--- src/rtl/array_sort_check_pkg.sv ---
// Shared types and constants for the array sortedness checker.
package arraysort_pkg;

    localparam int unsigned STATE_W = 5;

    // One-hot controller states.
    typedef enum logic [STATE_W-1:0] {
        IDLE   = 5'b00001,
        FETCH0 = 5'b00010,
        CMP    = 5'b00100,
        DONE_T = 5'b01000,
        DONE_F = 5'b10000
    } sortState_e;

    // Requested order.
    localparam logic ASC  = 1'b0;
    localparam logic DESC = 1'b1;

endpackage

--- src/rtl/array_sort_check_if.sv ---
// Control/status and memory read port of the sortedness checker.
// ARRAY_SORT_CHECK_INV_COUNT_EN adds the inversion_count status signal.
interface array_sort_check_if #(
    parameter int unsigned DATA_W = 32,
    parameter int unsigned ADDR_W = 8
);
    logic              go;
    logic [ADDR_W-1:0] base_addr;
    logic [ADDR_W-1:0] length;
    logic              descending;
    logic              strict;
    logic [ADDR_W-1:0] rd_addr;
    logic              rd_en;
    logic [DATA_W-1:0] rd_data;
    logic              done;
    logic              sorted;
    logic [ADDR_W-1:0] first_inversion;
`ifdef ARRAY_SORT_CHECK_INV_COUNT_EN
    logic [ADDR_W-1:0] inversion_count;

    modport master (
        output go, base_addr, length, descending, strict, rd_data,
        input  rd_addr, rd_en, done, sorted, first_inversion, inversion_count
    );
    modport slave (
        input  go, base_addr, length, descending, strict, rd_data,
        output rd_addr, rd_en, done, sorted, first_inversion, inversion_count
    );
`else
    modport master (
        output go, base_addr, length, descending, strict, rd_data,
        input  rd_addr, rd_en, done, sorted, first_inversion
    );
    modport slave (
        input  go, base_addr, length, descending, strict, rd_data,
        output rd_addr, rd_en, done, sorted, first_inversion
    );
`endif
endinterface

--- src/rtl/array_sort_check_order_compare.sv ---
// Flags whether neighbour pair (a = earlier, b = later) breaks the requested order.
module order_compare
    import arraysort_pkg::*;
#(
    parameter int unsigned DATA_W = 32,
    parameter bit          SIGNED = 1'b0
) (
    input  logic [DATA_W-1:0] a,
    input  logic [DATA_W-1:0] b,
    input  logic              descending,
    input  logic              strict,
    output logic              inversion
);

    logic aGtB;
    logic aEqB;
    logic aLtB;

    // Magnitude relation under the configured signedness, then order selection.
    always_comb begin
        aEqB = (a == b);
        if (SIGNED) begin
            aGtB = ($signed(a) > $signed(b));
        end else begin
            aGtB = (a > b);
        end
        aLtB = !aGtB && !aEqB;
        case (descending)
            ASC:     inversion = aGtB || (aEqB && strict);
            DESC:    inversion = aLtB || (aEqB && strict);
            default: inversion = 1'b0;
        endcase
    end

endmodule

--- src/rtl/array_sort_check.sv ---
// Sortedness checker: walks LENGTH words from base_addr through a combinational
// read port and reports sorted/unsorted plus the first inversion index.
// Build option ARRAY_SORT_CHECK_INV_COUNT_EN: full scan with inversion counting.
module array_sort_check
    import arraysort_pkg::*;
#(
    parameter int unsigned DATA_W = 32,
    parameter int unsigned ADDR_W = 8,
    parameter bit          SIGNED = 1'b0
) (
    input  logic              clock,
    input  logic              reset,
    array_sort_check_if.slave bus
);

    sortState_e        state;
    logic [ADDR_W-1:0] baseQ;
    logic [ADDR_W-1:0] lenQ;
    logic              descQ;
    logic              strictQ;
    logic [DATA_W-1:0] prevQ;
    logic [ADDR_W-1:0] idxQ;
    logic [ADDR_W-1:0] rdAddrQ;
    logic              rdEnQ;
    logic              doneQ;
    logic              sortedQ;
    logic [ADDR_W-1:0] firstInvQ;
    logic              inversion;
    logic              lastIdx;
`ifdef ARRAY_SORT_CHECK_INV_COUNT_EN
    logic [ADDR_W-1:0] invCountQ;
    logic [ADDR_W-1:0] invCountNext;
`endif

    order_compare #(
        .DATA_W (DATA_W),
        .SIGNED (SIGNED)
    ) u_order_compare (
        .a          (prevQ),
        .b          (bus.rd_data),
        .descending (descQ),
        .strict     (strictQ),
        .inversion  (inversion)
    );

    assign lastIdx = (idxQ == (lenQ - ADDR_W'(1)));

`ifdef ARRAY_SORT_CHECK_INV_COUNT_EN
    // Saturating count including the pair compared this cycle.
    assign invCountNext = (inversion && (invCountQ != '1)) ? (invCountQ + ADDR_W'(1)) : invCountQ;
    assign bus.inversion_count = invCountQ;
`endif

    assign bus.rd_addr         = rdAddrQ;
    assign bus.rd_en           = rdEnQ;
    assign bus.done            = doneQ;
    assign bus.sorted          = sortedQ;
    assign bus.first_inversion = firstInvQ;

    // Control FSM with registered read strobe, address and result outputs.
    always_ff @(posedge clock) begin
        if (reset) begin
            state     <= IDLE;
            baseQ     <= '0;
            lenQ      <= '0;
            descQ     <= 1'b0;
            strictQ   <= 1'b0;
            prevQ     <= '0;
            idxQ      <= '0;
            rdAddrQ   <= '0;
            rdEnQ     <= 1'b0;
            doneQ     <= 1'b0;
            sortedQ   <= 1'b0;
            firstInvQ <= '0;
`ifdef ARRAY_SORT_CHECK_INV_COUNT_EN
            invCountQ <= '0;
`endif
        end else begin
            unique case (state)
                IDLE: begin
                    baseQ   <= bus.base_addr;
                    lenQ    <= bus.length;
                    descQ   <= bus.descending;
                    strictQ <= bus.strict;
                    if (bus.go) begin
                        firstInvQ <= '0;
`ifdef ARRAY_SORT_CHECK_INV_COUNT_EN
                        invCountQ <= '0;
`endif
                        if (bus.length <= ADDR_W'(1)) begin
                            // Empty or single-element arrays are trivially ordered.
                            state   <= DONE_T;
                            doneQ   <= 1'b1;
                            sortedQ <= 1'b1;
                        end else begin
                            state   <= FETCH0;
                            sortedQ <= 1'b0;
                            rdEnQ   <= 1'b1;
                            rdAddrQ <= bus.base_addr;
                        end
                    end
                end

                FETCH0: begin
                    prevQ   <= bus.rd_data;
                    idxQ    <= ADDR_W'(1);
                    rdAddrQ <= baseQ + ADDR_W'(1);
                    state   <= CMP;
                end

                CMP: begin
`ifdef ARRAY_SORT_CHECK_INV_COUNT_EN
                    // Full scan: record the earliest inversion, count them all.
                    if (inversion && (firstInvQ == '0)) begin
                        firstInvQ <= idxQ;
                    end
                    invCountQ <= invCountNext;
                    if (lastIdx) begin
                        rdEnQ   <= 1'b0;
                        doneQ   <= 1'b1;
                        sortedQ <= (invCountNext == '0);
                        state   <= (invCountNext == '0) ? DONE_T : DONE_F;
                    end else begin
                        prevQ   <= bus.rd_data;
                        idxQ    <= idxQ + ADDR_W'(1);
                        rdAddrQ <= baseQ + idxQ + ADDR_W'(1);
                    end
`else
                    // Early exit at the first inversion.
                    if (inversion) begin
                        rdEnQ     <= 1'b0;
                        doneQ     <= 1'b1;
                        sortedQ   <= 1'b0;
                        firstInvQ <= idxQ;
                        state     <= DONE_F;
                    end else if (lastIdx) begin
                        rdEnQ   <= 1'b0;
                        doneQ   <= 1'b1;
                        sortedQ <= 1'b1;
                        state   <= DONE_T;
                    end else begin
                        prevQ   <= bus.rd_data;
                        idxQ    <= idxQ + ADDR_W'(1);
                        rdAddrQ <= baseQ + idxQ + ADDR_W'(1);
                    end
`endif
                end

                DONE_T, DONE_F: begin
                    if (bus.go) begin
                        doneQ <= 1'b0;
                        state <= IDLE;
                    end
                end

                default: begin
                    rdEnQ <= 1'b0;
                    doneQ <= 1'b0;
                    state <= IDLE;
                end
            endcase
        end
    end

endmodule

--- src/flat_wrapper.sv ---
// flat-port wrapper written by rule: the top's interface ports become plain ports
module array_sort_check_flat import arraysort_pkg::*;
#(
    parameter int unsigned DATA_W = 32,
    parameter int unsigned ADDR_W = 8,
    parameter bit          SIGNED = 1'b0
)
  (clock, reset, bus_go, bus_base_addr, bus_length, bus_descending, bus_strict, bus_rd_data, bus_rd_addr, bus_rd_en, bus_done, bus_sorted, bus_first_inversion);
  array_sort_check_if #(.DATA_W(DATA_W), .ADDR_W(ADDR_W)) bus_i ();
  input  logic clock;
  input  logic reset;
  input wire logic [$bits(bus_i.go)-1:0] bus_go;
  input wire logic [$bits(bus_i.base_addr)-1:0] bus_base_addr;
  input wire logic [$bits(bus_i.length)-1:0] bus_length;
  input wire logic [$bits(bus_i.descending)-1:0] bus_descending;
  input wire logic [$bits(bus_i.strict)-1:0] bus_strict;
  input wire logic [$bits(bus_i.rd_data)-1:0] bus_rd_data;
  output wire logic [$bits(bus_i.rd_addr)-1:0] bus_rd_addr;
  output wire logic [$bits(bus_i.rd_en)-1:0] bus_rd_en;
  output wire logic [$bits(bus_i.done)-1:0] bus_done;
  output wire logic [$bits(bus_i.sorted)-1:0] bus_sorted;
  output wire logic [$bits(bus_i.first_inversion)-1:0] bus_first_inversion;
  assign bus_i.go = bus_go;
  assign bus_i.base_addr = bus_base_addr;
  assign bus_i.length = bus_length;
  assign bus_i.descending = bus_descending;
  assign bus_i.strict = bus_strict;
  assign bus_i.rd_data = bus_rd_data;
  assign bus_rd_addr = bus_i.rd_addr;
  assign bus_rd_en = bus_i.rd_en;
  assign bus_done = bus_i.done;
  assign bus_sorted = bus_i.sorted;
  assign bus_first_inversion = bus_i.first_inversion;
  array_sort_check #(.DATA_W(DATA_W), .ADDR_W(ADDR_W), .SIGNED(SIGNED)) u_core (.clock(clock), .reset(reset), .bus(bus_i));
endmodule
--- config.mk ---
export PLATFORM = sky130hd
export DESIGN_NAME = array_sort_check_flat
export DESIGN_NICKNAME = d
export VERILOG_FILES = /design/src/rtl/array_sort_check_pkg.sv /design/src/rtl/array_sort_check_if.sv /design/src/rtl/array_sort_check_order_compare.sv /design/src/rtl/array_sort_check.sv /design/src/flat_wrapper.sv
export SDC_FILE = /design/constraint.sdc
export NUM_CORES = 1
export LEC_CHECK = 0
export BUFFER_PORTS_ARGS = -buffer_cell sky130_fd_sc_hd__buf_2
export CORE_ASPECT_RATIO = 1.75
export CORE_MARGIN = 2
export CORE_UTILIZATION = 35
export CTS_CLUSTER_DIAMETER = 50
export CTS_CLUSTER_SIZE = 28
export DETAILED_ROUTE_END_ITERATION = 8
export RECOVER_POWER = 100
export SYNTH_ARGS = -nofsm -noshare
export SYNTH_HDL_FRONTEND = slang
export SYNTH_HIERARCHICAL = 1
export SYNTH_SLANG_ARGS = --single-unit
--- constraint.sdc ---
create_clock -name clock -period 4.35 [get_ports clock]
set_input_delay 0.435 -clock clock [delete_from_list [all_inputs] [get_ports clock]]
set_output_delay 0.435 -clock clock [all_outputs]
set_load 0.005 [all_outputs]
# Yosys cells after proc, flatten, opt, wreduce, memory -nomap -nowiden
# Cells that the tools add are included.
word_totals:
  register_bits: 82
  output_inout_bits: 19
  inputBits: 53
  wordCells: 91
op_classes:
  bitwise: 3
  reduce_logical: 18
  addsub: 5
  mux: 36
  n_eq_ne: 15
  magnitude_cmp: 2
op_table:
  columns: ["cell", "count"]
  rows:
  - ["32-bit 2-to-1 mux", 2]
  - ["8-bit 2-to-1 mux", 8]
  - ["32-bit one-hot mux with 2 select lines", 1]
  - ["32-bit == test", 1]
  - ["32-bit > comparator", 1]
  - ["8-bit one-hot mux with 2 select lines", 2]
  - ["8-bit by 1-bit adder with 8-bit output (second input constant)", 3]
  - ["8-bit one-hot mux with 3 select lines", 1]
  - ["5-bit 2-to-1 mux", 4]
  - ["5-bit one-hot mux with 4 select lines", 1]
  - ["1-bit 2-to-1 mux", 12]
  - ["3-bit AND reduction", 4]
  - ["2-bit inequality test (second input constant)", 5]
  - ["5-bit AND reduction", 2]
  - ["8-bit adder", 1]
  - ["8-bit == test", 1]
  - ["8-bit by 1-bit <= comparator with 1-bit output (second input constant)", 1]
  - ["8-bit by 1-bit subtractor with 8-bit output (second input constant)", 1]
  - ["5-bit by 1-bit == test with 1-bit output (second input constant)", 1]
  - ["5-bit by 2-bit == test with 1-bit output (second input constant)", 1]
  - ["5-bit by 3-bit == test with 1-bit output (second input constant)", 1]
  - ["5-bit by 4-bit == test with 1-bit output (second input constant)", 1]
  - ["5-bit == test (second input constant)", 1]
  - ["4-bit 2-to-1 mux", 1]
  - ["other kinds (14)", 22]

# Longest topological paths before layout
# Gate-level depths: netlist of run 1.
depth:
  depth_word: 7
  depth_mapped: 15
  mapped_depth_nobuf: 13

# Modules after synthesis
# Netlist of run 1, hierarchy kept.
modules_own_cells:
  columns: ["mod", "cells_each", "n_inst", "area_each_um2", "seq_area_each_um2"]
  rows:
  - ["array_sort_check", 505, 1, 4141.5, 1641.6]
  - ["order_compare", 117, 1, 907.1, 0.0]

# Worst setup path after synthesis of run 1
# Ideal clock, no wire load.
synth_timing:
  kind: "input-to-reg"
  startpoint: "input port bus_rd_data[14]"
  endpoint: "register u_core.idxQ[7]"
  path_buffers: 1
  path_stages: 13
  setup_slack_ps: 810
  required_ps: 4279
  t_arrival_ps: 3469
  setup_time_ps: 71
  cell_sequence: "inv_1 > ha_1 > nand4_4 > nor4_4 > o41ai_1 > and3_1 > or4_1 > and4b_1 > clkbuf_1 > o21a_1 > nand4_1 > or4_1 > a21oi_1"
synth_between:
  elab_chain_len: 7
  word_cells_on_any_way: 11
  classes_between: "order compare: 1; eq/ne: 2; mux: 1; reduce/logical: 7"
synth_lines:
  columns: ["element", "line_no", "rtl"]
  rows:
  - ["start, declared", "flat_wrapper.sv:17", "input wire logic [$bits(bus_i.rd_data)-1:0] bus_rd_data;"]
  - ["32-bit > comparator or 32-bit == test (tied branches)", "array_sort_check_order_compare.sv:25, array_sort_check_order_compare.sv:21", null]
  - ["1-bit logical NOT", "array_sort_check_order_compare.sv:27", "aLtB = !aGtB && !aEqB;"]
  - ["1-bit logical AND", "array_sort_check_order_compare.sv:27", null]
  - ["1-bit logical OR", "array_sort_check_order_compare.sv:30", "DESC: inversion = aLtB || (aEqB && strict);"]
  - ["1-bit one-hot mux with 2 select lines *", "array_sort_check_order_compare.sv:28", "case (descending)"]
  - ["via u_core.inversion", "array_sort_check.sv:28", "logic inversion;"]
  - ["2-bit inequality test (no line) *", null, null]
  - ["3-bit AND reduction (no line) *", null, null]
  - ["end signal, assigned", "array_sort_check.sv:143", "idxQ <= idxQ + ADDR_W'(1);"]
  - ["end, declared", "array_sort_check.sv:22", "logic [ADDR_W-1:0] idxQ;"]
# The timed path passes the listed nets; every way through them passes the cells marked *.
# A chain may end at the register's enable or synchronous reset.

# Worst setup path after layout of run 1
layout_timing:
  startpoint: "register u_core.prevQ[30]"
  endpoint: "register u_core.prevQ[1]"
layout_between:
  elab_chain_len: 7
  word_cells_on_any_way: 11
  classes_between: "order compare: 1; eq/ne: 2; mux: 1; reduce/logical: 7"
layout_lines:
  columns: ["element", "line_no", "rtl"]
  rows:
  - ["start, declared", "array_sort_check.sv:21", "logic [DATA_W-1:0] prevQ;"]
  - ["start signal, assigned", "array_sort_check.sv:105", "prevQ <= bus.rd_data;"]
  - ["start signal, assigned", "array_sort_check.sv:142", "prevQ <= bus.rd_data;"]
  - ["32-bit > comparator or 32-bit == test (tied branches)", "array_sort_check_order_compare.sv:25, array_sort_check_order_compare.sv:21", null]
  - ["1-bit logical NOT", "array_sort_check_order_compare.sv:27", null]
  - ["1-bit logical AND", "array_sort_check_order_compare.sv:27", null]
  - ["1-bit logical OR", "array_sort_check_order_compare.sv:30", null]
  - ["1-bit one-hot mux with 2 select lines *", "array_sort_check_order_compare.sv:28", null]
  - ["via u_core.inversion", "array_sort_check.sv:28", null]
  - ["2-bit inequality test (no line) *", null, null]
  - ["3-bit AND reduction (no line) *", null, null]
# Marks and branches as above.

==> metrics.txt, run 1 <==
# TYPE chip_impl_metric gauge
chip_impl_metric{name="static-leakage-power",unit="nW"} 2.47
chip_impl_info{name="synthFlopType",value="sky130_fd_sc_hd__dfxtp_1"} 1
chip_impl_metric{name="antenna_found_initial",unit=""} 0
chip_impl_info{name="criticalPathCategory",value="reg -> reg"} 1
chip_impl_metric{name="worst_slew_margin_rel",unit="%"} 22.3
chip_impl_info{name="critPathCaptureType",value="register"} 1
chip_impl_metric{name="ant_nets",unit=""} 0
chip_impl_metric{name="fin_crit_sh",unit="%"} 87.4
chip_impl_metric{name="synthesis.instances",unit=""} 622
chip_impl_metric{name="synthDistinctLibCells",unit=""} 63
chip_impl_metric{name="dpl_cell_area",unit="mm2"} 0.00552
chip_impl_metric{name="placeableCoreArea",unit="mm2"} 0.0142
chip_impl_metric{name="post_drt_wl_per_cell",unit="um"} 16.3
chip_impl_metric{name="worst_setup_hold_path_clk_slew",unit="ns"} 0.06
chip_impl_info{name="commonest_non_fill_non_tap_cell_in_the_layout",value="sky130_fd_sc_hd__a21oi_1"} 1
chip_impl_metric{name="dieHeight",unit="um"} 163
chip_impl_metric{name="seq_area_frac_synth",unit="%"} 32.5
chip_impl_metric{name="floorplan.die_area",unit="mm2"} 0.0154
chip_impl_metric{name="drcViolationCount",unit=""} 0
chip_impl_metric{name="grt_usage",unit="%"} 18.2
chip_impl_metric{name="final_core_util",unit="%"} 40.6
chip_impl_info{name="status",value="completed"} 1
chip_impl_metric{name="synth_warnings",unit=""} 6
chip_impl_info{name="setup.worst_path.start_class",value="register"} 1
chip_impl_metric{name="grt_start_max_net_pins",unit=""} 57
chip_impl_metric{name="number_of_flops_mapped_to_enable_cells_by_yosys",unit=""} 0
chip_impl_metric{name="synth-compound-area-share",unit="%"} 26.4
chip_impl_metric{name="syn-cell-area",unit="mm2"} 0.00505
chip_impl_metric{name="synth.top_cell.area_share",unit="%"} 32.5
chip_impl_metric{name="critPathArrivalTime",unit="ns"} 4.01
chip_impl_metric{name="required",unit="ns"} 4.56
chip_impl_metric{name="fin_nets",unit=""} 770
chip_impl_metric{name="holdBufCountCts",unit=""} 0
chip_impl_info{name="rsz0062_at_grt",value="false"} 1
chip_impl_info{name="ranking_of_synthesized_cells_by_area",value="sky130_fd_sc_hd__dfxtp_1 (33%), sky130_fd_sc_hd__ha_1 (10%), sky130_fd_sc_hd__a21oi_1 (9.1%), sky130_fd_sc_hd__nand2_1 (5.7%), sky130_fd_sc_hd__nand3_1 (3.6%)"} 1
chip_impl_info{name="synth_area_leader_cell",value="sky130_fd_sc_hd__dfxtp_1"} 1
chip_impl_metric{name="grt_first_pass_wirelength",unit="mm"} 22.3
chip_impl_metric{name="finalWorstSetupSlack",unit="ns"} 0.550
chip_impl_metric{name="hpwlAfterDp",unit="mm"} 10.5
chip_impl_metric{name="drt_wl_total",unit="mm"} 14.0
chip_impl_metric{name="period_needed",unit="ns"} 3.80
chip_impl_metric{name="row_count",unit=""} 58
chip_impl_metric{name="yosys_register_bits",unit=""} 82
chip_impl_metric{name="synthToLayoutAreaGrowth",unit="%"} 14.5
chip_impl_metric{name="clock_tree.buffer_depth",unit=""} 2
chip_impl_metric{name="synthXorXnorAreaFrac",unit="%"} 3.47
chip_impl_metric{name="vias",unit=""} 4784
chip_impl_metric{name="numPlacedInstances",unit=""} 843
chip_impl_metric{name="adder_cell_area_share_of_the_yosys_netlist",unit="%"} 10.8
chip_impl_metric{name="worst_pin_slew",unit="ns"} 1.16
chip_impl_metric{name="detail_route.vias_per_cell",unit=""} 5.58
chip_impl_metric{name="synth-async-reset-ratio",unit="%"} 0
chip_impl_metric{name="yosys-mux-area-fraction",unit="%"} 0
chip_impl_metric{name="io-pin-count",unit=""} 72
chip_impl_info{name="layout.cells.most_common_list",value="sky130_fd_sc_hd__a21oi_1 (92), sky130_fd_sc_hd__dfxtp_1 (82), sky130_fd_sc_hd__nand2_1 (77)"} 1
chip_impl_metric{name="cts-resized-gates",unit=""} 0
chip_impl_metric{name="first_iter_violations",unit=""} 186
chip_impl_metric{name="cts_inserted_buffers",unit=""} 9
chip_impl_metric{name="skew",unit="ns"} 0.00990
chip_impl_metric{name="setup-tns-final",unit="ns"} 0
chip_impl_metric{name="dp_slack",unit="ns"} 0.438
chip_impl_metric{name="finalSetupViolCount",unit=""} 0
chip_impl_metric{name="path_max_fanout",unit=""} 19
chip_impl_metric{name="place.gp.congestion",unit=""} 0.897
chip_impl_metric{name="nFillCells",unit=""} 1507
chip_impl_metric{name="drt_first_pass_iters",unit=""} 4
chip_impl_info{name="cts_tree",value="built"} 1
chip_impl_info{name="root_buffer",value="sky130_fd_sc_hd__clkbuf_16"} 1
chip_impl_metric{name="hold_viol_final",unit=""} 0
chip_impl_metric{name="drv_slew",unit=""} 0
chip_impl_metric{name="stdcell_area",unit="mm2"} 0.00578
chip_impl_metric{name="h-tree-depth",unit=""} 3
chip_impl_metric{name="grt_overflow_total",unit=""} 0
chip_impl_metric{name="clkLatencyLatePin",unit="ns"} 0.33
chip_impl_metric{name="clock.fmax",unit="MHz"} 263
chip_impl_info{name="min-delay-path-class",value="in -> reg"} 1
chip_impl_metric{name="maximum_vdd_drop",unit="uV"} 249
chip_impl_metric{name="mappedNetlistNets",unit=""} 718
chip_impl_metric{name="final-instance-count-excl-fill",unit=""} 858
chip_impl_metric{name="port_buffers",unit=""} 71
chip_impl_metric{name="power.density",unit="mW/mm2"} 501
chip_impl_metric{name="post_cts.repair.setup_buffers",unit=""} 0
chip_impl_metric{name="floorplan.initialDensity",unit="%"} 35.5
chip_impl_metric{name="synth_simple_gate_area_share",unit="%"} 20.3
chip_impl_metric{name="avg_synthesized_cell_area",unit="um2"} 8.12
chip_impl_metric{name="insertedDiodeCount",unit=""} 0
chip_impl_metric{name="first_global_vias",unit=""} 4769
chip_impl_metric{name="drive_gt1_share",unit="%"} 18.0
chip_impl_info{name="synth_top_family_by_area",value="compound AO/OA/AOI/OAI gates"} 1
chip_impl_metric{name="drv.max_cap_violation_count",unit=""} 0
chip_impl_metric{name="cts.sinks",unit=""} 82
chip_impl_metric{name="die_w",unit="um"} 94.8
## logic make-up (layout without fill, tap and decap cells)
| group | count (synthesis) | after routing |
|---|---|---|
| buffers and inverters | 83 | 139 |
| adder cells (fa/ha/maj) | 43 | 43 |
| XOR/XNOR | 20 | 20 |
| flip-flops | 82 | 82 |
| AND/OR/NAND/NOR | 197 | 197 |
| AO/OA/AOI/OAI | 197 | 197 |
## worst paths after layout
path         slack [ns]                            end                          start  depth (start not counted)
min reg2reg        0.46  u_core/bus.first_inversion[5]  u_core/bus.first_inversion[5]                          2
max reg2reg        0.55                u_core/prevQ[1]               u_core/prevQ[30]                         11
max                0.55                u_core/prevQ[1]               u_core/prevQ[30]                         11
min                0.34                 u_core/lenQ[0]                  bus_length[0]                          3
## power by group
part / leakage, nW / internal, mW / switching, mW / total [mW]
logic: 1.66 / 0.426 / 0.664 / 1.09
registers: 0.667 / 0.900 / 0.164 / 1.06
clock network: 0.138 / 0.441 / 0.304 / 0.745
## worst max-delay path, cell delays in order (launching register included)
cell and delay [ns]:
sky130_fd_sc_hd__dfxtp_1 0.32, sky130_fd_sc_hd__ha_1 0.33, sky130_fd_sc_hd__a21oi_1 0.16, sky130_fd_sc_hd__nand2_1 0.10, sky130_fd_sc_hd__a221o_1 0.35, sky130_fd_sc_hd__a211oi_1 0.32, sky130_fd_sc_hd__a211oi_1 0.07, sky130_fd_sc_hd__or4_1 0.54
sky130_fd_sc_hd__and4b_1 0.36, sky130_fd_sc_hd__o31ai_1 0.13, sky130_fd_sc_hd__and2_0 0.57, sky130_fd_sc_hd__a31o_2 0.43
## metal layers
layer	GRT usage [%]	routed length, um	share of wire (%)
met1	18.2	5280	38
met2	34.9	7620	54
met3	3.05	525	3.7
met4	8.83	585	4.2
met5	0	0	0
## final cells by class
| type | count | area (um2) | area share [%] |
|---|---|---|---|
| multi-input cells | 457 | 3070 | 53.1 |
| clock inverters | 5 | 56.3 | 0.974 |
| well taps | 180 | 225 | 3.90 |
| flip-flops and latches | 82 | 1640 | 28.4 |
| inverters | 48 | 180 | 3.12 |
| repair buffers | 76 | 378 | 6.54 |
| clock buffers | 10 | 229 | 3.96 |
## registers in the layout (all words and copies together), names as in the netlist
name,flops
u_core/bus.rd_addr,8
u_core/bus.done,1
u_core/state,5
u_core/bus.sorted,1
u_core/baseQ,8
u_core/bus.rd_en,1
u_core/idxQ,8
u_core/strictQ,1
u_core/bus.first_inversion,8
u_core/descQ,1
u_core/prevQ,32
u_core/lenQ,8
## synth_stat cells, types with 2 or more instances
cell type and count:
sky130_fd_sc_hd__a211oi_1 5, sky130_fd_sc_hd__a21bo_2 15, sky130_fd_sc_hd__a21o_1 2, sky130_fd_sc_hd__a21oi_1 92, sky130_fd_sc_hd__a221o_1 4, sky130_fd_sc_hd__a221oi_1 4
sky130_fd_sc_hd__a31o_1 8, sky130_fd_sc_hd__a31o_2 12, sky130_fd_sc_hd__and3_1 4, sky130_fd_sc_hd__buf_2 7, sky130_fd_sc_hd__buf_4 2, sky130_fd_sc_hd__clkbuf_1 26
sky130_fd_sc_hd__dfxtp_1 82, sky130_fd_sc_hd__ha_1 42, sky130_fd_sc_hd__inv_1 47, sky130_fd_sc_hd__nand2_1 77, sky130_fd_sc_hd__nand3_1 36, sky130_fd_sc_hd__nand4_1 6
sky130_fd_sc_hd__nand4_2 2, sky130_fd_sc_hd__nor2_1 16, sky130_fd_sc_hd__nor2b_1 5, sky130_fd_sc_hd__nor3_1 13, sky130_fd_sc_hd__nor3b_1 3, sky130_fd_sc_hd__nor4_1 7
sky130_fd_sc_hd__nor4_4 2, sky130_fd_sc_hd__nor4b_1 2, sky130_fd_sc_hd__o211a_1 3, sky130_fd_sc_hd__o211ai_1 2, sky130_fd_sc_hd__o21a_1 3, sky130_fd_sc_hd__o21ai_0 18
sky130_fd_sc_hd__o21ai_1 2, sky130_fd_sc_hd__o21bai_1 4, sky130_fd_sc_hd__o22ai_1 4, sky130_fd_sc_hd__o31a_1 2, sky130_fd_sc_hd__o31ai_1 3, sky130_fd_sc_hd__o41ai_1 2
sky130_fd_sc_hd__or2_2 3, sky130_fd_sc_hd__or3_1 10, sky130_fd_sc_hd__or4_1 3, sky130_fd_sc_hd__xnor2_1 12, sky130_fd_sc_hd__xor2_1 8
## per-stage QoR
step                hold slack (ns)  power [mW]
floorplan                     0.432        1.85
global placement              0.451        2.15
detailed placement            0.444        2.19
CTS                           0.333        2.94
global route                  0.343        3.08
finish                        0.341        2.90
Power figures use the tool's default switching activity.
==> inputs of run 2 (changes only) <==
Settings changed: HOLD_SLACK_MARGIN from default to 0.03, PLACE_DENSITY from default to 0.62.
==> metrics.txt, run 2 (synthesized netlist as in run 1, its figures left out) <==
# TYPE chip_impl_metric gauge
chip_impl_info{name="layout.cells.most_common_list",value="sky130_fd_sc_hd__a21oi_1 (92), sky130_fd_sc_hd__dfxtp_1 (82), sky130_fd_sc_hd__nand2_1 (77)"} 1
chip_impl_metric{name="insertedDiodeCount",unit=""} 0
chip_impl_metric{name="hold_depth",unit=""} 3
chip_impl_info{name="cts_tree",value="built"} 1
chip_impl_metric{name="worst_pin_slew",unit="ns"} 1.19
chip_impl_metric{name="drive_gt1_share",unit="%"} 17.8
chip_impl_metric{name="ant_nets",unit=""} 0
chip_impl_metric{name="drv.max_cap_violation_count",unit=""} 0
chip_impl_metric{name="first_iter_violations",unit=""} 249
chip_impl_metric{name="fin_nets",unit=""} 770
chip_impl_metric{name="placeableCoreArea",unit="mm2"} 0.0142
chip_impl_metric{name="synthToLayoutAreaGrowth",unit="%"} 15.1
chip_impl_metric{name="setup-tns-final",unit="ns"} 0
chip_impl_metric{name="hold_viol_final",unit=""} 0
chip_impl_metric{name="fin_crit_sh",unit="%"} 88.5
chip_impl_metric{name="antenna_found_initial",unit=""} 0
chip_impl_metric{name="grt_usage",unit="%"} 18.9
chip_impl_metric{name="power.density",unit="mW/mm2"} 515
chip_impl_info{name="criticalPathCategory",value="reg -> reg"} 1
chip_impl_info{name="registers.top_by_ff_count",value="u_core/prevQ"} 1
chip_impl_metric{name="period_needed",unit="ns"} 3.85
chip_impl_metric{name="floorplan.initialDensity",unit="%"} 35.5
chip_impl_metric{name="post_cts.repair.setup_buffers",unit=""} 0
chip_impl_metric{name="post_drt_wl_per_cell",unit="um"} 16.6
chip_impl_metric{name="dieHeight",unit="um"} 163
chip_impl_metric{name="worst_setup_hold_path_clk_slew",unit="ns"} 0.06
chip_impl_info{name="commonest_non_fill_non_tap_cell_in_the_layout",value="sky130_fd_sc_hd__a21oi_1"} 1
chip_impl_metric{name="cp_slowest_stage_delay",unit="ns"} 0.59
chip_impl_info{name="rsz0062_at_grt",value="false"} 1
chip_impl_metric{name="row_count",unit=""} 58
chip_impl_metric{name="port_buffers",unit=""} 71
chip_impl_info{name="min-delay-path-class",value="in -> reg"} 1
chip_impl_info{name="status",value="completed"} 1
chip_impl_info{name="hold_path.startpoint",value="bus_strict"} 1
chip_impl_info{name="critPathMostFrequentCell",value="sky130_fd_sc_hd__a211oi_1"} 1
chip_impl_metric{name="clock_tree.buffer_depth",unit=""} 2
chip_impl_info{name="worst_r2r_startpoint",value="u_core/prevQ[21]"} 1
chip_impl_metric{name="cts_inserted_buffers",unit=""} 9
chip_impl_metric{name="clock.fmax",unit="MHz"} 260
chip_impl_metric{name="drcViolationCount",unit=""} 0
chip_impl_metric{name="worst_r2r_path_depth",unit=""} 11
chip_impl_metric{name="drt_wl_total",unit="mm"} 14.3
chip_impl_metric{name="grt_start_max_net_pins",unit=""} 57
chip_impl_info{name="r2r_end",value="u_core/prevQ[27]"} 1
chip_impl_metric{name="io-pin-count",unit=""} 72
chip_impl_metric{name="maximum_vdd_drop",unit="uV"} 189
chip_impl_info{name="setup.worst_path.start_class",value="register"} 1
chip_impl_metric{name="die_w",unit="um"} 94.8
chip_impl_metric{name="floorplan.die_area",unit="mm2"} 0.0154
chip_impl_metric{name="largest_reg_flops",unit=""} 32
chip_impl_metric{name="drv_slew",unit=""} 0
chip_impl_info{name="critical_path_cell_list",value="ha_1 -> a21oi_1 -> o21ai_0 -> a221o_1 -> a211oi_1 -> a211oi_1 -> or4_1 -> and4b_1 -> o31ai_1 -> and2_0 -> a31o_2"} 1
chip_impl_metric{name="hold-worst-slack",unit="ns"} 0.332
chip_impl_metric{name="critPathArrivalTime",unit="ns"} 4.08
chip_impl_metric{name="cts-resized-gates",unit=""} 0
chip_impl_info{name="slowest_stage",value="sky130_fd_sc_hd__and2_0"} 1
chip_impl_metric{name="h-tree-depth",unit=""} 3
chip_impl_metric{name="place.gp.congestion",unit=""} 0.905
chip_impl_metric{name="worst_slew_margin_rel",unit="%"} 19.9
chip_impl_metric{name="detail_route.vias_per_cell",unit=""} 5.57
chip_impl_metric{name="finalSetupViolCount",unit=""} 0
chip_impl_metric{name="first_global_vias",unit=""} 4780
chip_impl_metric{name="grt_overflow_total",unit=""} 0
chip_impl_info{name="critPathCaptureType",value="register"} 1
chip_impl_metric{name="vias",unit=""} 4784
chip_impl_metric{name="ff2ff_setup_slack",unit="ns"} 0.50
chip_impl_metric{name="path_max_fanout",unit=""} 19
chip_impl_info{name="end_point_of_the_worst_hold_path",value="u_core/strictQ"} 1
chip_impl_metric{name="clkLatencyLatePin",unit="ns"} 0.35
chip_impl_info{name="timing.critical_path.from",value="u_core/prevQ[21]"} 1
chip_impl_metric{name="cts.sinks",unit=""} 82
chip_impl_metric{name="hpwlAfterDp",unit="mm"} 10.5
chip_impl_metric{name="grt_first_pass_wirelength",unit="mm"} 22.7
chip_impl_metric{name="skew",unit="ns"} 0.00830
chip_impl_metric{name="drt_first_pass_iters",unit=""} 4
chip_impl_info{name="root_buffer",value="sky130_fd_sc_hd__clkbuf_16"} 1
chip_impl_metric{name="nFillCells",unit=""} 1496
chip_impl_metric{name="static-leakage-power",unit="nW"} 2.47
chip_impl_metric{name="required",unit="ns"} 4.58
chip_impl_metric{name="holdBufCountCts",unit=""} 0
==> run 2: per-layer routing <==
layer  wire [um]  track usage (%)  vias to the layer above
met1        5270             19.1                     2260
met2        7770             34.9                      129
li1            -                -                     2350
met4         641             10.5                        0
met5           0                0                        -
met3         600             3.84                       45
==> run 2: metrics by stage <==
| step | cells | total power [mW] | worst slack (ns) | utilization, % | area, um2 |
|---|---|---|---|---|---|
| after floorplan | 622 | 1.85 | 0.810 | - | 5050 |
| after global placement | 843 | 2.15 | 0.565 | 38.8 | 5520 |
| after detailed placement | 843 | 2.19 | 0.433 | 38.8 | 5520 |
| after CTS | 859 | 3.03 | 0.660 | 41.1 | 5840 |
| after global routing | 859 | 3.19 | 0.255 | 40.9 | 5810 |
| final | 859 | 2.99 | 0.501 | 40.9 | 5810 |
==> run 2: report_power, final <==
group	internal [mW]	total [mW]	leakage [nW]	switching (mW)
logic	0.430	1.10	1.65	0.672
registers	0.900	1.06	0.667	0.164
clock network	0.517	0.830	0.156	0.313
==> run 2: worst max-delay path by stage <==
stage | end
after floorplan | u_core/idxQ[7]
after global placement | u_core/idxQ[7]
after detailed placement | u_core/idxQ[7]
after CTS | u_core/idxQ[7]
after global routing | u_core/prevQ[24]
final | u_core/prevQ[27]
==> run 2: area by class of cell <==
class,instances,area (um2),area share (%)
multi-input cells,457,3070,52.8
flip-flops and latches,82,1640,28.2
repair buffers,76,375,6.46
inverters,48,180,3.10
clock buffers,11,243,4.18
well taps,180,225,3.87
clock inverters,5,77.6,1.33
==> run 2: critical path: cells and delay by family, from the launching register on <==
family | cells | cell delay, ns
adder cells (fa/ha/maj) | 1 | 0.32
AO/OA/AOI/OAI | 7 | 1.56
AND/OR/NAND/NOR | 3 | 1.53
flip-flops | 1 | 0.32
==> inputs of run 3 (changes only) <==
Settings changed: SYNTH_HIERARCHICAL 1 to default.
==> metrics.txt, run 3 <==
# TYPE chip_impl_metric gauge
chip_impl_info{name="status",value="completed"} 1
chip_impl_metric{name="drv.max_cap_violation_count",unit=""} 0
chip_impl_metric{name="floorplan.initialDensity",unit="%"} 35.6
chip_impl_metric{name="setup-tns-final",unit="ns"} 0
chip_impl_metric{name="synth.top_cell.area_share",unit="%"} 33.3
chip_impl_metric{name="ff2ff_setup_slack",unit="ns"} 0.92
chip_impl_metric{name="insertedDiodeCount",unit=""} 0
chip_impl_info{name="slowest_stage",value="sky130_fd_sc_hd__clkbuf_1"} 1
chip_impl_metric{name="cp_slowest_stage_delay",unit="ns"} 0.93
chip_impl_metric{name="fin_nets",unit=""} 749
chip_impl_metric{name="drcViolationCount",unit=""} 0
chip_impl_metric{name="vias",unit=""} 4525
chip_impl_metric{name="io-pin-count",unit=""} 72
chip_impl_info{name="criticalPathCategory",value="reg -> reg"} 1
chip_impl_metric{name="row_count",unit=""} 57
chip_impl_metric{name="hold_viol_final",unit=""} 0
chip_impl_info{name="synthFlopType",value="sky130_fd_sc_hd__dfxtp_1"} 1
chip_impl_metric{name="grt_start_max_net_pins",unit=""} 68
chip_impl_metric{name="synth-async-reset-ratio",unit="%"} 0
chip_impl_metric{name="post_drt_wl_per_cell",unit="um"} 15.0
chip_impl_metric{name="hold_depth",unit=""} 3
chip_impl_info{name="r2r_end",value="u_core.bus.rd_addr[3]"} 1
chip_impl_metric{name="dpl_cell_area",unit="mm2"} 0.00540
chip_impl_metric{name="total_power",unit="mW"} 1.97
chip_impl_metric{name="power.density",unit="mW/mm2"} 347
chip_impl_metric{name="worst_pin_slew",unit="ns"} 1.23
chip_impl_info{name="layout.cells.most_common_list",value="sky130_fd_sc_hd__dfxtp_1 (82), sky130_fd_sc_hd__nand2_1 (67), sky130_fd_sc_hd__buf_2 (63)"} 1
chip_impl_metric{name="p_switching",unit="mW"} 0.528
chip_impl_metric{name="worst_setup_hold_path_clk_slew",unit="ns"} 0.06
chip_impl_metric{name="dieHeight",unit="um"} 161
chip_impl_metric{name="post_cts.repair.setup_buffers",unit=""} 0
chip_impl_metric{name="first_global_vias",unit=""} 4548
chip_impl_metric{name="seq_area_frac_synth",unit="%"} 33.3
chip_impl_info{name="crit_family",value="buffers and inverters"} 1
chip_impl_info{name="root_buffer",value="sky130_fd_sc_hd__clkbuf_16"} 1
chip_impl_metric{name="synthDistinctLibCells",unit=""} 70
chip_impl_metric{name="stdcell_area",unit="mm2"} 0.00567
chip_impl_metric{name="port_buffers",unit=""} 71
chip_impl_info{name="registers.top_by_ff_count",value="u_core.prevQ"} 1
chip_impl_info{name="min-delay-path-class",value="in -> reg"} 1
chip_impl_metric{name="grt_overflow_total",unit=""} 0
chip_impl_info{name="ranking_of_synthesized_cells_by_area",value="sky130_fd_sc_hd__dfxtp_1 (33%), sky130_fd_sc_hd__ha_1 (11%), sky130_fd_sc_hd__mux2i_1 (6.9%), sky130_fd_sc_hd__nand2_1 (5.1%), sky130_fd_sc_hd__nor2_1 (4.6%)"} 1
chip_impl_info{name="commonest_non_fill_non_tap_cell_in_the_layout",value="sky130_fd_sc_hd__dfxtp_1"} 1
chip_impl_metric{name="final_core_util",unit="%"} 41.0
chip_impl_info{name="hold_path.startpoint",value="bus_strict"} 1
chip_impl_metric{name="yosys_register_bits",unit=""} 82
chip_impl_metric{name="drive_gt1_share",unit="%"} 14.2
chip_impl_metric{name="fin_crit_sh",unit="%"} 78.9
chip_impl_metric{name="avg_synthesized_cell_area",unit="um2"} 8.28
chip_impl_metric{name="critPathArrivalTime",unit="ns"} 3.65
chip_impl_metric{name="antenna_found_initial",unit=""} 0
chip_impl_metric{name="skew",unit="ns"} 0.00680
chip_impl_info{name="worst_r2r_startpoint",value="u_core.prevQ[31]"} 1
chip_impl_metric{name="ant_nets",unit=""} 0
chip_impl_metric{name="clkLatencyLatePin",unit="ns"} 0.34
chip_impl_metric{name="grt_usage",unit="%"} 17.2
chip_impl_metric{name="synth_warnings",unit=""} 0
chip_impl_metric{name="syn-cell-area",unit="mm2"} 0.00493
chip_impl_metric{name="clock.fmax",unit="MHz"} 291
chip_impl_metric{name="mappedNetlistNets",unit=""} 691
chip_impl_metric{name="required",unit="ns"} 4.57
chip_impl_info{name="synthMostInstantiatedCell",value="sky130_fd_sc_hd__dfxtp_1"} 1
chip_impl_metric{name="path_max_fanout",unit=""} 24
chip_impl_metric{name="power.share.combinational",unit="%"} 16.4
chip_impl_metric{name="p_clk_share",unit="%"} 40.9
chip_impl_metric{name="drt_wl_total",unit="mm"} 12.5
chip_impl_metric{name="finalSetupViolCount",unit=""} 0
chip_impl_metric{name="seqPwrFrac",unit="%"} 42.6
chip_impl_metric{name="cts_inserted_buffers",unit=""} 9
chip_impl_info{name="synth_area_leader_cell",value="sky130_fd_sc_hd__dfxtp_1"} 1
chip_impl_metric{name="first_iter_violations",unit=""} 198
chip_impl_metric{name="largest_reg_flops",unit=""} 32
chip_impl_metric{name="clock_tree.buffer_depth",unit=""} 2
chip_impl_metric{name="synthToLayoutAreaGrowth",unit="%"} 15.1
chip_impl_metric{name="synthesis.instances",unit=""} 595
chip_impl_metric{name="internal-power",unit="mW"} 1.44
chip_impl_metric{name="numPlacedInstances",unit=""} 819
chip_impl_info{name="rsz0062_at_grt",value="false"} 1
chip_impl_info{name="end_point_of_the_worst_hold_path",value="u_core.strictQ"} 1
chip_impl_metric{name="power_switching_share",unit="%"} 26.9
chip_impl_metric{name="drt_first_pass_iters",unit=""} 5
chip_impl_info{name="cts_tree",value="built"} 1
chip_impl_metric{name="cts.sinks",unit=""} 82
chip_impl_info{name="setup.worst_path.start_class",value="register"} 1
chip_impl_metric{name="drv_slew",unit=""} 0
chip_impl_metric{name="placeableCoreArea",unit="mm2"} 0.0138
chip_impl_metric{name="crit_buf_inv",unit=""} 1
chip_impl_info{name="critical_path_cell_list",value="ha_1 -> nand4_2 -> nor4_2 -> and2_1 -> a31o_1 -> nor3_1 -> o31ai_4 -> clkbuf_1 -> o21ai_0 -> o311a_1"} 1
chip_impl_metric{name="cts-resized-gates",unit=""} 0
chip_impl_metric{name="die_w",unit="um"} 93.7
chip_impl_metric{name="detail_route.vias_per_cell",unit=""} 5.43
chip_impl_metric{name="place.gp.congestion",unit=""} 0.882
chip_impl_metric{name="hpwlAfterDp",unit="mm"} 9.59
chip_impl_metric{name="final-instance-count-excl-fill",unit=""} 833
chip_impl_metric{name="period_needed",unit="ns"} 3.43
chip_impl_metric{name="maximum_vdd_drop",unit="uV"} 194
chip_impl_metric{name="grt_first_pass_wirelength",unit="mm"} 20.7
chip_impl_metric{name="floorplan.die_area",unit="mm2"} 0.0151
chip_impl_metric{name="holdBufCountCts",unit=""} 0
chip_impl_metric{name="worst_r2r_path_depth",unit=""} 10
chip_impl_info{name="synth.cells.most_frequent",value="sky130_fd_sc_hd__dfxtp_1 (82), sky130_fd_sc_hd__nand2_1 (67), sky130_fd_sc_hd__nor2_1 (61), sky130_fd_sc_hd__inv_1 (46), sky130_fd_sc_hd__a21oi_1 (45)"} 1
chip_impl_metric{name="number_of_flops_mapped_to_enable_cells_by_yosys",unit=""} 0
chip_impl_metric{name="worst_slew_margin_rel",unit="%"} 18.0
chip_impl_info{name="critPathCaptureType",value="register"} 1
chip_impl_metric{name="h-tree-depth",unit=""} 3
chip_impl_metric{name="static-leakage-power",unit="nW"} 2.49
-- run 3: cell count changes after synthesis, sizes merged, moves of 10 or more --
cell | before | now
nand3 | 36 | 17
mux2i | 0 | 34
a21bo | 15 | 0
nor2 | 16 | 61
a21oi | 92 | 45
nand2 | 77 | 67
a31o | 20 | 5
-- run 3: layer usage --
metal,global-route usage (%),wire length [um],vias to the layer above
li1,-,-,2221
met1,17.5,4700,2155
met2,32.5,6940,112
met3,2.06,449,37
met4,9.88,413,0
met5,0,0,-
-- run 3: worst max-delay path by stage --
stage	start	endpoint	cells past startpoint
after global routing	u_core.prevQ[14]	u_core.bus.rd_addr[0]	10
after CTS	u_core.state[2]	u_core.bus.first_inversion[1]	7
final	u_core.prevQ[31]	u_core.bus.rd_addr[3]	10
after floorplan	bus_rd_data[30]	u_core.bus.rd_en	11
after global placement	bus_rd_data[31]	u_core.prevQ[14]	12
after detailed placement	bus_rd_data[30]	u_core.prevQ[25]	12
-- run 3: cell type report --
| type | instances | area [um2] |
|---|---|---|
| clock buffer | 11 | 243 |
| clock inverter | 3 | 65.1 |
| fill | 1446 | 8170 |
| inverter | 47 | 176 |
| multi-input combinational | 437 | 2950 |
| sequential | 82 | 1640 |
| tap | 177 | 221 |
| timing repair buffer | 76 | 373 |
-- run 3: cell families (layout without fill, tap and decap cells) --
kind of cell	count (synthesis)	after routing	synth area share [%]
buffers and inverters	76	137	6.45
adder cells (fa/ha/maj)	43	43	11.1
XOR/XNOR	20	20	3.56
AND/OR/NAND/NOR	214	214	21.3
flip-flops	82	82	33.3
AO/OA/AOI/OAI	126	126	17.4
multiplexers	34	34	6.91
-- run 3: worst min-delay path: cells and delay by family --
family | cells | cell delay, ns
buf+inv | 1 | 0.10
simple gates | 1 | 0.05
compound gates | 1 | 0.05
-- run 3: power groups by stage --
stage / sequential [mW] / clock, mW / combinational (mW)
after CTS: 0.838 / 0.823 / 0.332
after detailed placement: 0.855 / 0 / 0.330
final: 0.839 / 0.805 / 0.323
after global placement: 0.853 / 0 / 0.321
after floorplan: 0.840 / 0 / 0.240
after global routing: 0.844 / 0.860 / 0.368
-- run 3: metrics by stage --
step | setup WS, ns | hold WS [ns]
4_1_cts | 1.39 | 0.334
3_3_place_gp | 1.27 | 0.461
2_1_floorplan | 1.64 | 0.448
3_5_place_dp | 1.26 | 0.462
6_report | 0.917 | 0.337
5_1_grt | 0.596 | 0.346
